### src/rtl/bus_resp_collector.sv
// rtl/bus_resp_collector.sv - response-return collector for the Timer/PWM/PWM_1 peripheral bus
//
// Tracks the single outstanding bus transaction and returns one registered
// acknowledge or error, plus read data, to the master.
// Optional feature macro: BUS_TIMEOUT_EN (adds a WAIT-state timeout counter).
//
// Ports:
//   iCLK, iRSTn                        clock (rising edge), async active-low reset
//   iSTB                               master strobe, held until oACK/oERR is seen
//   iSTB_Timer/iSTB_PWM/iSTB_PWM_1     decoded per-slave strobes
//   iACK_Timer/iACK_PWM/iACK_PWM_1     slave acknowledges
//   iDAT_Timer/iDAT_PWM/iDAT_PWM_1     slave read data (32 bit)
//   oACK, oERR                         registered one-cycle response pulses
//   oDAT                               registered read data (ERR_DATA on error)
//   oBUSY                              transaction outstanding

module bus_resp_collector #(
  parameter int          TIMEOUT_CYCLES = 256,
  parameter logic [31:0] ERR_DATA       = 32'hDEAD_BEEF
) (
  input  logic        iCLK,
  input  logic        iRSTn,
  input  logic        iSTB,
  input  logic        iSTB_Timer,
  input  logic        iSTB_PWM,
  input  logic        iSTB_PWM_1,
  input  logic        iACK_Timer,
  input  logic        iACK_PWM,
  input  logic        iACK_PWM_1,
  input  logic [31:0] iDAT_Timer,
  input  logic [31:0] iDAT_PWM,
  input  logic [31:0] iDAT_PWM_1,
  output logic        oACK,
  output logic        oERR,
  output logic [31:0] oDAT,
  output logic        oBUSY
);

  generate
    if (TIMEOUT_CYCLES < 2 || TIMEOUT_CYCLES > 65535) begin : g_bad_timeout
      $error("TIMEOUT_CYCLES must be in 2..65535");
    end
  endgenerate

  typedef enum logic [1:0] {IDLE, WAIT, RESP, ERR} state_t;

  state_t      state, state_nxt;
  logic [2:0]  sel_q, sel_nxt;
  logic [2:0]  strb;
  logic [2:0]  acks;
  logic        one_hot;
  logic        ack_sel;
  logic        expired;
  logic [31:0] dat_sel;

  // Bit order everywhere: {PWM_1, PWM, Timer}
  assign strb    = {iSTB_PWM_1, iSTB_PWM, iSTB_Timer};
  assign acks    = {iACK_PWM_1, iACK_PWM, iACK_Timer};
  assign one_hot = (strb == 3'b001) || (strb == 3'b010) || (strb == 3'b100);
  // Only the latched slave may complete the transaction; stray ACKs vanish here.
  assign ack_sel = |(sel_q & acks);

  always_comb begin
    dat_sel = 32'h0;
    if (sel_q[0]) begin
      dat_sel = iDAT_Timer;
    end else if (sel_q[1]) begin
      dat_sel = iDAT_PWM;
    end else if (sel_q[2]) begin
      dat_sel = iDAT_PWM_1;
    end
  end

`ifdef BUS_TIMEOUT_EN
  localparam int CNT_W = $clog2(TIMEOUT_CYCLES + 1);

  logic [CNT_W-1:0] cnt_q;

  // Counts WAIT cycles; held at zero outside WAIT so every access starts fresh.
  always_ff @(posedge iCLK or negedge iRSTn) begin
    if (!iRSTn) begin
      cnt_q <= '0;
    end else if (state == WAIT) begin
      cnt_q <= cnt_q + CNT_W'(1);
    end else begin
      cnt_q <= '0;
    end
  end

  assign expired = (cnt_q == CNT_W'(TIMEOUT_CYCLES - 1));
`else
  assign expired = 1'b0;
`endif

  always_comb begin
    state_nxt = state;
    sel_nxt   = sel_q;
    case (state)
      IDLE: begin
        if (iSTB) begin
          if (one_hot) begin
            sel_nxt   = strb;
            state_nxt = WAIT;
          end else begin
            state_nxt = ERR;
          end
        end
      end
      WAIT: begin
        // Priority: ACK beats both a same-cycle abort and timeout expiry.
        if (ack_sel) begin
          state_nxt = RESP;
        end else if (!iSTB) begin
          state_nxt = IDLE;
        end else if (expired) begin
          state_nxt = ERR;
        end
      end
      RESP:    state_nxt = IDLE;
      ERR:     state_nxt = IDLE;
      default: state_nxt = IDLE;
    endcase
  end

  always_ff @(posedge iCLK or negedge iRSTn) begin
    if (!iRSTn) begin
      state <= IDLE;
      sel_q <= 3'b000;
      oACK  <= 1'b0;
      oERR  <= 1'b0;
      oDAT  <= 32'h0;
    end else begin
      state <= state_nxt;
      sel_q <= sel_nxt;
      // Response flops load alongside the state that owns them, so the
      // pulse and its data appear in the RESP/ERR cycle itself.
      oACK  <= (state_nxt == RESP);
      oERR  <= (state_nxt == ERR);
      if (state_nxt == RESP) begin
        oDAT <= dat_sel;
      end else if (state_nxt == ERR) begin
        oDAT <= ERR_DATA;
      end
    end
  end

  assign oBUSY = (state != IDLE);

endmodule

### config.mk
export PLATFORM = sky130hd
export DESIGN_NAME = bus_resp_collector
export DESIGN_NICKNAME = d
export VERILOG_FILES = /design/src/rtl/bus_resp_collector.sv
export SDC_FILE = /design/constraint.sdc
export NUM_CORES = 1
export LEC_CHECK = 0
export CELL_PAD_IN_SITES_DETAIL_PLACEMENT = 2
export CELL_PAD_IN_SITES_GLOBAL_PLACEMENT = 2
export CORE_MARGIN = 2
export CORE_UTILIZATION = 19
export DETAILED_ROUTE_END_ITERATION = 8
export GPL_ROUTABILITY_DRIVEN = 0
export PLACE_DENSITY_LB_ADDON = 0.1
export REMOVE_ABC_BUFFERS = 1
export SETUP_SLACK_MARGIN = 0.5
export SYNTH_ARGS = -nofsm -noshare
export SYNTH_HDL_FRONTEND = slang
export SYNTH_SLANG_ARGS = --single-unit
### constraint.sdc
create_clock -name iCLK -period 2.5 [get_ports iCLK]
set_clock_uncertainty 0.1 [all_clocks]
set_input_delay 0.625 -clock iCLK [delete_from_list [all_inputs] [get_ports iCLK]]
set_output_delay 0.625 -clock iCLK [all_outputs]
set_load 0.01 [all_outputs]
==> After elaboration in Yosys (flattened, before gate mapping) <==
Cells that the tools add are included.
{ "classes": {"n_eq_ne": 8, "reduce_logical": 8, "bitwise": 1, "n_mux": 10} }
{ "op_table": {"columns": ["operator", "n"], "rows": [
  ["$mux W32", 5],
  ["$eq A2 B2 Y1 const B", 4],
  ["$mux W2", 4],
  ["$pmux W2 S3", 1],
  ["$reduce_bool A2 Y1", 2],
  ["$and A3 B3 Y3", 1],
  ["$eq A3 B1 Y1 const B", 1],
  ["$eq A3 B2 Y1 const B", 1],
  ["$eq A3 B3 Y1 const B", 1],
  ["$reduce_and A3 Y1", 1],
  ["$reduce_or A3 Y1", 1],
  ["$eq A2 B1 Y1 const B", 1],
  ["$logic_not A2 Y1", 1],
  ["$logic_or A1 B1 Y1", 2],
  ["$reduce_or A2 Y1", 1]
]} }
{ "word_totals": {"out_inout_bits": 35, "wordCells": 32, "reg_bits": 39} }

==> Depth between registers and ports, before layout <==
Gate-level depths: netlist of the first run.
{ "logic_depth": {"depth_word": 9, "depth_mapped": 9} }

==> Worst setup path before layout of the first run <==
Ideal clock, no wire load.
{ "synth_timing": {"kind": "input port to flip-flop", "start": "input iACK_Timer", "end": "register oDAT[11]", "path_buffers": 2, "setup_slack_ns": 0.506, "t_arrival_ns": 1.773, "stages": 8, "path_cell_list": "a222oi_1 -> or3b_1 -> buf_6 -> inv_4 -> nor2_8 -> inv_4 -> buf_6 -> o22a_1"} }
{ "synth_via": {"elab_chain_len": 6, "elab_cells_between_ends": 8, "classes_between": "eq/ne: 2; mux: 3; bitwise: 1; reduce/logical: 2"} }
{ "synth_rtl": {"columns": ["item", "line", "rtl"], "rows": [
  ["start: declaration", "27", "input logic iACK_Timer,"],
  ["$and A3 B3 Y3 *", "61", "assign ack_sel = |(sel_q & acks);"],
  ["$reduce_or A3 Y1 *", "61", null],
  ["$mux W2 *", "111", "if (ack_sel) begin"],
  ["$pmux W2 S3 *", "98", "case (state)"],
  ["$eq A2 B2 Y1, on equally long branches", "139, 141", null],
  ["$mux W32 / $reduce_bool A2 Y1 (equally long branches)", null, null],
  ["end signal: assignment", "140", "oDAT <= dat_sel;"],
  ["end: declaration", "35", "output logic [31:0] oDAT,"]
]} }
Mark *: on every way between the ends. The rest lies on a longest branch, timed or not.
A chain may end at the register's enable or synchronous reset.

==> Worst setup path after layout of the first run <==
{ "layout_timing": {"start": "register sel_q[1]", "end": "register oDAT[13]"} }
{ "layout_via": {"elab_chain_len": 6, "elab_cells_between_ends": 10, "classes_between": "eq/ne: 2; mux: 5; bitwise: 1; reduce/logical: 2"} }
{ "layout_rtl": {"columns": ["item", "line", "rtl"], "rows": [
  ["start: declaration", "48", "logic [2:0] sel_q, sel_nxt;"],
  ["start signal: assignment", "134", "sel_q <= sel_nxt;"],
  ["$and A3 B3 Y3", "61", null],
  ["$reduce_or A3 Y1", "61", null],
  ["$mux W2", "111", null],
  ["$pmux W2 S3", "98", null],
  ["$eq A2 B2 Y1, on equally long branches", "139, 141", null],
  ["$mux W32 / $reduce_bool A2 Y1 (equally long branches)", null, null]
]} }
Parallel ways exist; a longest one is shown, timed or not.

==> results.cfg, run 1 <==
[clocking]
cts_tree = built
postCtsHoldBufs = 0
clk_pin_slew_worst_paths_ps = 70
htree_levels = 2
cts-root-buf = clkbuf_8
cts_buffers = 5
clock-sinks = 39
clockBufferDepth = 2
worstSkewPairLatency_ps = 290

[sta]
min_period_over_period_pct = 78.4
worst_slack_ps = 540
hold_viol = 0
setup_viol = 0
max_slew_margin_pct = 59.7
fmax_ghz = 0.510
drv_slew = 0
rsz0062_at_grt = yes
worst-slew-pin-transition_ps = 605
period_minus_slack_ps = 1960

[synthesis]
synth_top_area_share_pct = 46.9
ys_types = 28
yosys-top-cells-area = dfrtp_1 (47%), a22oi_1 (12%), o22a_1 (10%), o21ai_0 (8.2%), nand2_1 (6.3%)
synth.most_common_cell = dfrtp_1
yosys.area.top_type = dfrtp_1
syn_inst = 216
async_flop_share_pct = 100
yosysWarnings = 0
ys_ff_latch = 39
synth_edf_count = 0
synth_area_per_cell_um2 = 9.64
synth_common_cells = dfrtp_1 (39), nand2_1 (35), o21ai_0 (34), a22oi_1 (32), o22a_1 (24)
syn-cell-area_um2 = 2080
synthFlopType = dfrtp_1
yosysSeqAreaShare_pct = 46.9

[worst_setup_path]
path_max_fanout = 7
crit_top_cell = buf_6
crit_chain = buf_6 -> a222oi_1 -> or3b_4 -> inv_4 -> nor2_8 -> buf_6 -> inv_12 -> o22a_1
rrSetupSlack_ps = 540
cp_slowest_cell = dfrtp_1
critPathKind = register to register
reg2reg_from = sel_q[1]
required_ps = 2580
arrival_ps = 2040
endpoint_kind = register
rr_worst_depth = 8
critPathMaxStageDelay_ps = 400
endpoint = oDAT[13]
crit_start = sel_q[1]
regToRegEndpoint = oDAT[13]
worst_setup_path_start_kind = register

[final_layout]
fillerInstances = 1189
nNetsFinal = 475
multi_input_area_um2 = 1000
num_antenna_cells = 0
drive_gt1_share_pct = 13.2
ff_latch_area_um2 = 977
post-route-util_pct = 36.3
synthToLayoutAreaGrowth_pct = 87.2

[floorplanning]
ios = 140
initial_utilization_pct = 19.4
die_w_um = 109
die_h_um = 109
core_area_um2 = 10700
rows = 38
die-area_um2 = 11800

[pwr]
leakagePower_nw = 1.57
ir_drop_mv = 0.363
p_per_area_nw_per_um2 = 901

[detailed_routing]
ant_nets = 0
vias = 2386
wire_per_inst_um = 17.3
avgViaCountPerCell = 4.68
first_pass_iters = 4
dr.first_iter.drc_count = 45
drc = 0
wl_um = 8850

[min_path]
worstHoldPathType = primary input to async pin

[status]
status = complete, no violations

[grt]
grt_pass1_wl_um = 13900
first_global_vias = 2638
grt_max_degree = 67
grt_overflow = 0
track_usage_pct = 15.4
antenna_found_initial = 0

[placement]
io_buffer_count = 139
dpl_worst_slack_ps = 2.48
dpl.hpwl_um = 6270

[flow_run]
maxCapViolations = 0
## routing by layer
metal	global-route usage (%)	vias to the layer above	wire, µm
met5	0	-	0
met4	4.12	0	114
met3	2.81	7	526
met2	28.4	76	4570
met1	18.4	1183	3640
li1	-	1120	-
## sequential cells by signal, summed over array words and instances, names as in the netlist
signal	cells
oDAT	32
state	2
oERR	1
oACK	1
sel_q	3
## cell type report
class	count	area share, %
timing repair buffer	167	41.5
multi-input combinational	152	25.8
sequential	39	25.1
tap	140	4.49
clock buffer	7	1.96
inverter	3	0.674
timing repair inverter	2	0.514
## worst max-delay path, delay by kind of cell, from the launching register on
kind	cells	cell delay, ps
AO/OA/AOI/OAI	2	580
AND/OR/NAND/NOR	2	390
flip-flops	1	400
buffers and inverters	4	380
## where the power goes
part | total (mW) | leakage, nW | switching [mW] | internal (mW)
combinational | 2.11 | 1.10 | 0.998 | 1.11
clock | 0.402 | 0.0383 | 0.209 | 0.192
sequential | 0.999 | 0.433 | 0.130 | 0.869
total | 3.51 | 1.57 | 1.34 | 2.18
## per-stage QoR
step | hold WS, ps | cells | setup TNS [ps] | area, µm² | power [mW]
3_3_place_gp | 387 | 485 | 0 | 3620 | 2.83
4_1_cts | 214 | 507 | 0 | 3870 | 3.53
6_report | 200 | 510 | 0 | 3900 | 3.51
2_1_floorplan | 229 | 194 | -11050 | 1970 | 1.88
3_5_place_dp | 395 | 485 | 0 | 3620 | 2.88
5_1_grt | 237 | 510 | 0 | 3900 | 3.81
## how the worst min path moves through the flow
stage / start / end / slack (ps)
final: iRSTn / oDAT[11] / 200
after global placement: oDAT[24] / oDAT[24] / 390
after floorplan: iRSTn / oACK / 230
after CTS: iRSTn / oDAT[0] / 210
after global routing: iRSTn / oDAT[11] / 240
after detailed placement: oDAT[29] / oDAT[29] / 390
## cell usage in the layout, fill, tap and decap left out, types with 2 or more instances in the layout
| cell | count |
|---|---|
| clkbuf_8 | 5 |
| o22a_1 | 24 |
| a22o_1 | 8 |
| buf_4 | 20 |
| dfrtp_1 | 38 |
| nand2_1 | 35 |
| o21ai_0 | 34 |
| dlygate4sd2_1 | 4 |
| a22oi_1 | 32 |
| clkbuf_2 | 3 |
| a21oi_1 | 3 |
| clkbuf_1 | 2 |
| buf_6 | 7 |
| clkdlybuf4s50_1 | 130 |
## what timing repair did
item	CTS	global route
buffers inserted	13	3
setup endpoints to repair	25	31
pin swaps	13	7
gates resized for setup	24	7
cloned	2	0
## cell families (layout without fill, tap and decap cells)
kind of cell	after synthesis	after routing	synth area share, %
AND/OR/NAND/NOR	45	45	10.3
flip-flops	39	39	46.9
buffers and inverters	25	179	6.31
AO/OA/AOI/OAI	106	106	36.1
XOR/XNOR	1	1	0.421
No activity file was read; power rests on OpenSTA's default activity.
==> run 2: changes to the inputs <==
--- a/config.mk
+++ b/config.mk
@@ -8,7 +8,7 @@
 export CELL_PAD_IN_SITES_DETAIL_PLACEMENT = 2
 export CELL_PAD_IN_SITES_GLOBAL_PLACEMENT = 2
 export CORE_MARGIN = 2
-export CORE_UTILIZATION = 19
+export CORE_UTILIZATION = 17
 export DETAILED_ROUTE_END_ITERATION = 8
 export GPL_ROUTABILITY_DRIVEN = 0
 export PLACE_DENSITY_LB_ADDON = 0.1
==> constraint.sdc (replaced) <==
create_clock -name iCLK -period 1.68 [get_ports iCLK]
set_clock_uncertainty 0.1 [all_clocks]
set_input_delay 0.42 -clock iCLK [delete_from_list [all_inputs] [get_ports iCLK]]
set_output_delay 0.42 -clock iCLK [all_outputs]
set_load 0.01 [all_outputs]
==> results.cfg, run 2 (synthesis gave the netlist of run 1 again) <==
[worst_setup_path]
arrival_ps = 1870
endpoint_kind = register
reg2reg_from = sel_q[0]
path_max_fanout = 6
endpoint = oDAT[27]
rrSetupSlack_ps = -120
critPathKind = register to register
required_ps = 1750
rr_worst_depth = 7
regToRegEndpoint = oDAT[27]
worst_setup_path_start_kind = register
crit_start = sel_q[0]

[clocking]
cts_buffers = 5
clock-sinks = 39
clockBufferDepth = 2
cts-root-buf = clkbuf_16
worstSkewPairLatency_ps = 270
postCtsHoldBufs = 0
cts_tree = built
clk_pin_slew_worst_paths_ps = 60
htree_levels = 2

[grt]
grt_pass1_wl_um = 13700
grt_max_degree = 67
antenna_found_initial = 0
track_usage_pct = 13.4
first_global_vias = 2687
grt_overflow = 0

[placement]
dpl.hpwl_um = 6280
dpl_worst_slack_ps = -569
io_buffer_count = 139
dp.cells = 497

[detailed_routing]
drc = 0
ant_nets = 0
first_pass_iters = 4
dr.first_iter.drc_count = 53
vias = 2449
wl_um = 8890
wire_per_inst_um = 16.4
avgViaCountPerCell = 4.53

[sta]
max_slew_margin_pct = 59.2
worst-slew-pin-transition_ps = 613
min_period_over_period_pct = 107
worst_slack_ps = -123
rsz0062_at_grt = yes
holdWs_ps = 9.79
drv_slew = 0
period_minus_slack_ps = 1800
fmax_ghz = 0.554
hold_viol = 0
setup_viol = 33
tns_ps = -3640

[floorplanning]
initial_utilization_pct = 17.4
rows = 40
die_w_um = 115
core_area_um2 = 12000
ios = 140
die_h_um = 115
die-area_um2 = 13100

[final_layout]
largest-register = oDAT
num_antenna_cells = 0
multi_input_area_um2 = 1040
largest_reg_flops = 32
largestRegisters = oDAT: 32 flops, sel_q: 3 flops, state: 2 flops
post-route-util_pct = 35.2
final_cell_mix = clkdlybuf4s50_1 (96), buf_4 (39), dfrtp_1 (37)
drive_gt1_share_pct = 28.2
nNetsFinal = 498
fillerInstances = 1337
synthToLayoutAreaGrowth_pct = 102
ff_latch_area_um2 = 978
fin_cells = 541
final_common_cell = clkdlybuf4s50_1

[min_path]
worstHoldPathType = primary input to async pin

[pwr]
ir_drop_mv = 0.820
leakagePower_nw = 1.78
p_per_area_nw_per_um2 = 1390

[flow_run]
maxCapViolations = 0

[status]
violations = negative setup slack
status = finished, violations left
-- run 2: how the worst min path moves through the flow --
| stage | start | endpoint |
|---|---|---|
| 6_report | iRSTn | oDAT[8] |
| 5_1_grt | iRSTn | oDAT[8] |
| 4_1_cts | iRSTn | oDAT[19] |
| 3_5_place_dp | iRSTn | oDAT[8] |
| 3_3_place_gp | iRSTn | oDAT[14] |
| 2_1_floorplan | iRSTn | oACK |
-- run 2: stage by stage --
step | area, µm² | total power [mW]
2_1_floorplan | 1970 | 2.80
3_3_place_gp | 3710 | 4.33
3_5_place_dp | 3710 | 4.41
4_1_cts | 4030 | 5.69
5_1_grt | 4210 | 6.34
6_report | 4210 | 5.86
-- run 2: worst max-delay path: stages, from the launching register on --
cell,delay (ps)
dfrtp_2,400
a222oi_1,420
or3b_1,230
inv_4,60
nor2_8,90
buf_12,150
inv_6,50
o22a_1,180
-- run 2: report_power, final --
group | leakage (nW) | internal [mW] | switching [mW]
Sequential | 0.432 | 1.30 | 0.236
Combinational | 1.28 | 1.88 | 1.54
Clock | 0.0679 | 0.549 | 0.356
Total | 1.78 | 3.73 | 2.13
-- run 2: repair_timing --
item,CTS,global route
gates resized for setup,191,15
setup buffers,19,14
setup endpoints to repair,74,74
pin swaps,15,6
hold endpoints to repair,0,0
gates cloned,3,0
-- run 2: layout make-up --
| type | instances | share of cell area, % |
|---|---|---|
| Clock buffer | 7 | 3.15 |
| Clock inverter | 1 | 0.119 |
| Inverter | 3 | 0.505 |
| Multi-Input combinational cell | 152 | 24.6 |
| Sequential cell | 39 | 23.2 |
| Tap cell | 147 | 4.37 |
| Timing Repair Buffer | 189 | 43.3 |
| Timing Repair inverter | 3 | 0.743 |
-- run 2: routing by layer --
metal,vias to the layer above,share of wire (%),track usage (%),routed length (µm)
li1,1166,-,-,-
met1,1202,41,15.6,3600
met2,74,53,25.1,4700
met3,7,5.8,2.81,519
met4,0,0.79,2.68,70
met5,-,0,0,0
